`config.mk`:
```
export PLATFORM = sky130hd
export DESIGN_NAME = wf_neopixel_rx
export DESIGN_NICKNAME = d
export VERILOG_FILES = /design/src/rtl/wf_neopixel_rx.sv
export SDC_FILE = /design/constraint.sdc
export NUM_CORES = 1
export LEC_CHECK = 0
export CAP_MARGIN = 20
export CORE_UTILIZATION = 50
export DETAILED_ROUTE_END_ITERATION = 12
export HOLD_SLACK_MARGIN = 0.05
export PLACE_DENSITY = 0.82
export SYNTH_ARGS = -nofsm -noshare
export SYNTH_HDL_FRONTEND = slang
export SYNTH_SLANG_ARGS = --single-unit
```
`constraint.sdc`:
```
create_clock -name clk -period 2.1 [get_ports clk]
set_input_delay 0.315 -clock clk [delete_from_list [all_inputs] [get_ports clk]]
set_output_delay 0.315 -clock clk [all_outputs]
set_load 0.02 [all_outputs]
```
`src/rtl/wf_neopixel_rx.sv`:
```
`timescale 1ns/1ps
`default_nettype none
// wf_neopixel_rx: decodes a neopixel serial stream into 24-bit pixels (bit 0 received first),
// with per-frame pixel counting and one-clock pulses for pixel, frame end and framing errors.
module wf_neopixel_rx #(
  parameter int BIT1_MIN   = 8,
  parameter int HI_MIN     = 2,
  parameter int HI_MAX     = 14,
  parameter int RESET_CLKS = 600
) (
  input  logic        clk,
  input  logic        reset_n,
  input  logic        DIN,
  output logic [23:0] pixel_data,
  output logic        pixel_valid,
  output logic [7:0]  pixel_index,
  output logic        frame_done,
  output logic [7:0]  pixel_count,
  output logic        rx_error
);

  localparam int              LW         = $clog2(RESET_CLKS + 1);
  localparam logic [3:0]      C_BIT1_MIN = 4'(BIT1_MIN);
  localparam logic [3:0]      C_HI_MIN   = 4'(HI_MIN);
  localparam logic [3:0]      C_HI_MAX   = 4'(HI_MAX);
  localparam logic [LW-1:0]   C_LO_LAST  = LW'(RESET_CLKS - 1);

  typedef enum logic [1:0] {SYNC, ARMED, HIGH, LOW} state_t;

  state_t        state, state_nx;
  logic          sync1, din_s;
  logic [3:0]    hi_cnt, hi_nx;
  logic [LW-1:0] lo_cnt, lo_nx;
  logic [4:0]    bit_cnt, bit_nx;
  logic [7:0]    pix_cnt, pix_nx;
  logic [23:0]   shift_reg, shift_nx;
  logic          pend, pend_nx;
  logic [23:0]   data_nx;
  logic [7:0]    index_nx, count_nx;
  logic          valid_nx, done_nx, err_nx;

  always_ff @(posedge clk or negedge reset_n) begin
    if (!reset_n) begin
      sync1       <= 1'b0;
      din_s       <= 1'b0;
      state       <= SYNC;
      hi_cnt      <= '0;
      lo_cnt      <= '0;
      bit_cnt     <= '0;
      pix_cnt     <= '0;
      shift_reg   <= '0;
      pend        <= 1'b0;
      pixel_data  <= '0;
      pixel_valid <= 1'b0;
      pixel_index <= '0;
      frame_done  <= 1'b0;
      pixel_count <= '0;
      rx_error    <= 1'b0;
    end else begin
      sync1       <= DIN;
      din_s       <= sync1;
      state       <= state_nx;
      hi_cnt      <= hi_nx;
      lo_cnt      <= lo_nx;
      bit_cnt     <= bit_nx;
      pix_cnt     <= pix_nx;
      shift_reg   <= shift_nx;
      pend        <= pend_nx;
      pixel_data  <= data_nx;
      pixel_valid <= valid_nx;
      pixel_index <= index_nx;
      frame_done  <= done_nx;
      pixel_count <= count_nx;
      rx_error    <= err_nx;
    end
  end

  always_comb begin
    state_nx = state;
    hi_nx    = hi_cnt;
    lo_nx    = lo_cnt;
    bit_nx   = bit_cnt;
    pix_nx   = pix_cnt;
    shift_nx = shift_reg;
    pend_nx  = 1'b0;
    data_nx  = pixel_data;
    index_nx = pixel_index;
    valid_nx = 1'b0;
    done_nx  = 1'b0;
    count_nx = pixel_count;
    err_nx   = 1'b0;

    // A pixel completed on the previous clock is published one clock after its last bit decision.
    if (pend) begin
      data_nx  = shift_reg;
      index_nx = pix_cnt;
      valid_nx = 1'b1;
      pix_nx   = pix_cnt + 8'd1;
    end

    case (state)
      SYNC: begin
        if (din_s) begin
          lo_nx = '0;
        end else if (lo_cnt == C_LO_LAST) begin
          lo_nx    = '0;
          state_nx = ARMED;
        end else begin
          lo_nx = lo_cnt + 1'b1;
        end
      end
      ARMED: begin
        if (din_s) begin
          state_nx = HIGH;
          hi_nx    = 4'd1;
          bit_nx   = '0;
          pix_nx   = '0;
          shift_nx = '0;
        end
      end
      HIGH: begin
        if (din_s) begin
          // Flag as soon as the pulse would exceed HI_MAX rather than waiting for its end.
          if (hi_cnt >= C_HI_MAX) begin
            err_nx   = 1'b1;
            lo_nx    = '0;
            state_nx = SYNC;
          end else begin
            hi_nx = (hi_cnt == 4'hF) ? hi_cnt : hi_cnt + 4'd1;
          end
        end else if (hi_cnt < C_HI_MIN) begin
          err_nx   = 1'b1;
          lo_nx    = '0;
          state_nx = SYNC;
        end else begin
          shift_nx[bit_cnt] = (hi_cnt >= C_BIT1_MIN);
          lo_nx    = LW'(1);
          state_nx = LOW;
          if (bit_cnt == 5'd23) begin
            bit_nx  = '0;
            pend_nx = 1'b1;
          end else begin
            bit_nx = bit_cnt + 5'd1;
          end
        end
      end
      LOW: begin
        if (din_s) begin
          state_nx = HIGH;
          hi_nx    = 4'd1;
        end else if (lo_cnt == C_LO_LAST) begin
          done_nx  = 1'b1;
          count_nx = pix_cnt;
          err_nx   = (bit_cnt != 5'd0);
          bit_nx   = '0;
          lo_nx    = '0;
          state_nx = ARMED;
        end else begin
          lo_nx = lo_cnt + 1'b1;
        end
      end
      default: state_nx = SYNC;
    endcase
  end

endmodule
`default_nettype wire

```
==> results.txt <==
The endpoint class of the critical path is a flip-flop. For this design the ratio of total power to cell area is 617 nW/µm². The proportion of netlist area held by the largest area contributor is 55.6%. The number of levels in the clock H-tree is 3.

The setup-violating endpoint count in the final report is 0. In this run the mean area of a mapped cell was 11.1 µm². For this run, the number of Yosys warnings is 0. The count of antenna diodes in the layout is 0.

At the placement stage, the worst setup path has a slack of -317 ps. The global-route wire length before repair is 15000 µm. The final-layout fill cell count is roughly 700.

In the post-synthesis netlist, the cell with the most instances is sky130_fd_sc_hd__dfrtp_1. The area of the die is 9290 µm². The register-to-register setup slack is 190 ps. From synthesis to final layout, the design area changed by 19.3%.

The relative max-transition margin is 64.5%. The register bit count reported by yosys is 99. The hold violation count in the final report is 0. The number of iterations in the first detailed-routing pass came out at 7. The clock buffer count from CTS is 9.

For the final routed database, the setup TNS stands at 0 ps. The commonest cells after synthesis are sky130_fd_sc_hd__dfrtp_1, sky130_fd_sc_hd__o21ai_0, sky130_fd_sc_hd__mux2_2, sky130_fd_sc_hd__a21oi_1, sky130_fd_sc_hd__nand2_1. The number of I/O pins came out at 46. STA classifies the critical path startpoint as a flip-flop. The horizontal die dimension is slightly below 100 µm.

After detailed placement, the total cell area comes to 5100 µm². In the finished design, the share of the clock period the worst path needs comes to 91.2%. The number of antenna violations at the first check in global routing was 0.

TritonCTS built the clock tree. The count of port buffers added during placement came out at 45. The post-route non-filler standard cell count came out at 570.

The height of the die is 96.4 µm. After synthesis, the cell types taking the most area are sky130_fd_sc_hd__dfrtp_1, sky130_fd_sc_hd__mux2_2, sky130_fd_sc_hd__o21ai_0. In this run the deepest clock path goes through 2 buffers. The share of layout cells above drive strength 1 is 18.6%. In the routed design, unresolved DRC markers number 0. The flow ran to the end, and the final reports show no timing, DRC or antenna violations. After layout, the minimum clock period comes to 1910 ps. Yosys mapped the design onto between 40 and 50 distinct sky130hd cell types.

The wire-length estimate of the detail-placed layout is 6370 µm. The aggregate global-route resource usage came out at 21.3%. After clock tree synthesis, the clock-pin slew on the worst setup and hold paths is roughly 100 ps. The worst setup path is of the reg2reg kind. After routing the design area is approximately 5300 µm². The first routing iteration left 220 violations.

Setup repair after global routing left no endpoint under its margin. The routed length per instance came out at 16.3 µm. The clock sink count is 99.

The number of enable flip-flop cells after synthesis is 0. The min-delay analysis places its worst path in the category in2async. The gate count after technology mapping is 403. The placeable core region came out at a little under 9000 µm². The worst vdd rail ir drop is 0.000294 V. The endpoint required time on the critical path is 2360 ps.

The net count after synthesis is 414. The number of nets with antenna violations after routing is 0. The routability congestion estimate is 0.809. In this run the core area contains 34 standard-cell rows. The overall routed net length is ~9300 µm. The net count of the finished layout is between 400 and 500. The maximum fanout along the worst path is 10. Sequential cells were found to cover 55.6% of the synthesized design area. The post-synthesis cell type with the largest combined area is sky130_fd_sc_hd__dfrtp_1. The remaining global-route overflow came out at 0.

Static timing analysis puts the maximum clock frequency at 522 MHz. The worst-case hold slack is 278 ps. The placed cell count is 553. The netlist area before placement is 4460 µm². The initial core utilization came out at 51.4%. The number of buffers added for setup after CTS is 0. In this run the clock root is driven by a sky130_fd_sc_hd__clkbuf_8. The final count of pins violating max slew came to 0.

The max-capacitance violation count came out at 0. The share of flip-flops with an asynchronous set or reset after synthesis came out at between 90% and 100%. The latest clock arrival within the worst-skew pair came out at 370 ps. The largest net degree at the start of global routing came out at 62. Using the TritonRoute via totals, the vias-per-cell ratio works out to 5.81.

The leakage power figure came out at 2.42 nW. The clock skew after layout came out at 16.0 ps. The total via count in the routed design is 3312.

The via count of the first global-routing pass is roughly 3200. The most instantiated flip-flop cell in the synthesis netlist is sky130_fd_sc_hd__dfrtp_1. The worst path setup slack after routing is approximately 190 ps. Data on the critical path arrives at its endpoint at 2170 ps.

The transition time of the tightest slew-check pin is 532 ps.
-- cell type report --
| class | instances | area (µm²) | share of cell area, % |
|---|---|---|---|
| Sequential cell | 99 | 2480 | 46.6 |
| Multi-Input combinational cell | 276 | 1880 | 35.3 |
| Timing Repair Buffer | 62 | 591 | 11.1 |
| Tap cell | 108 | 135 | 2.54 |
| Clock buffer | 9 | 124 | 2.33 |
| Clock inverter | 7 | 81.3 | 1.53 |
| Inverter | 9 | 33.8 | 0.635 |
-- logic make-up (layout without fill, tap and decap cells) --
group | count (synthesis) | after routing | share of synthesized area (%)
buf+inv | 28 | 87 | 2.47
compound gates | 112 | 112 | 13.6
simple gates | 97 | 97 | 12.1
mux | 45 | 45 | 11.3
xor+xnor | 14 | 14 | 2.75
fa+ha+maj | 8 | 8 | 2.25
flops | 99 | 99 | 55.6
-- cell usage in the layout (no fill, tap or decap), types with 4 or more instances in the layout --
cell type / n
sky130_fd_sc_hd__a21oi_1: 35
sky130_fd_sc_hd__a31oi_1: 6
sky130_fd_sc_hd__buf_4: 16
sky130_fd_sc_hd__clkbuf_8: 9
sky130_fd_sc_hd__clkdlybuf4s50_1: 44
sky130_fd_sc_hd__dfrtp_1: 99
sky130_fd_sc_hd__ha_1: 8
sky130_fd_sc_hd__inv_1: 8
sky130_fd_sc_hd__mux2_2: 42
sky130_fd_sc_hd__nand2_1: 25
sky130_fd_sc_hd__nand3_1: 9
sky130_fd_sc_hd__nand4_1: 4
sky130_fd_sc_hd__nor2_1: 22
sky130_fd_sc_hd__nor3_1: 7
sky130_fd_sc_hd__nor3b_1: 4
sky130_fd_sc_hd__o21ai_0: 58
sky130_fd_sc_hd__xnor2_1: 7
sky130_fd_sc_hd__xor2_1: 7
-- metal layers --
metal	vias to the layer above	wire, µm	GRT usage [%]
li1	1550	-	-
met5	-	0	0
met4	0	127	7.84
met2	94	4590	35.3
met3	13	412	3.91
met1	1655	4180	27.9
-- critical path: stages, from the launching register on --
cell and delay, ps:
sky130_fd_sc_hd__dfrtp_1 390, sky130_fd_sc_hd__ha_1 240, sky130_fd_sc_hd__nand2_1 150, sky130_fd_sc_hd__nor3_4 340, sky130_fd_sc_hd__nand3_2 330, sky130_fd_sc_hd__mux2_2 360
-- what timing repair did --
action | 4_1_cts | 5_1_grt
setup endpoints to repair | 24 | 24
hold endpoints to repair | 65 | 0
hold buffers | 1 | 0
resized for setup | 1 | 1
-- path summary, 6_finish.rpt --
check	from	to	depth (start not counted)
max	lo_cnt[1]$_DFFE_PN0P_	pixel_count[1]$_DFFE_PN0P_	5
min	reset_n	pixel_count[4]$_DFFE_PN0P_	2
max reg2reg	lo_cnt[1]$_DFFE_PN0P_	pixel_count[1]$_DFFE_PN0P_	5
min reg2reg	sync1$_DFF_PN0_	din_s$_DFF_PN0_	0
max in group asynchronous	reset_n	pixel_data[17]$_DFFE_PN0P_	3
min in group clk	sync1$_DFF_PN0_	din_s$_DFF_PN0_	0
-- report_power, final --
part / switching (mW) / internal [mW] / leakage [nW] / total (mW)
logic: 0.0557 / 0.0237 / 0.942 / 0.0794
registers: 0.00589 / 1.91 / 1.38 / 1.92
clock network: 0.716 / 0.570 / 0.106 / 1.29
-- per-stage QoR --
| step | total power, mW | utilization (%) |
|---|---|---|
| after floorplan | 1.98 | - |
| after global placement | 2.03 | 58.7 |
| after detailed placement | 2.04 | 58.7 |
| after CTS | 3.31 | 61.2 |
| after global routing | 3.39 | 61.3 |
| final | 3.28 | 61.3 |
(Power assumes the default switching activity.)
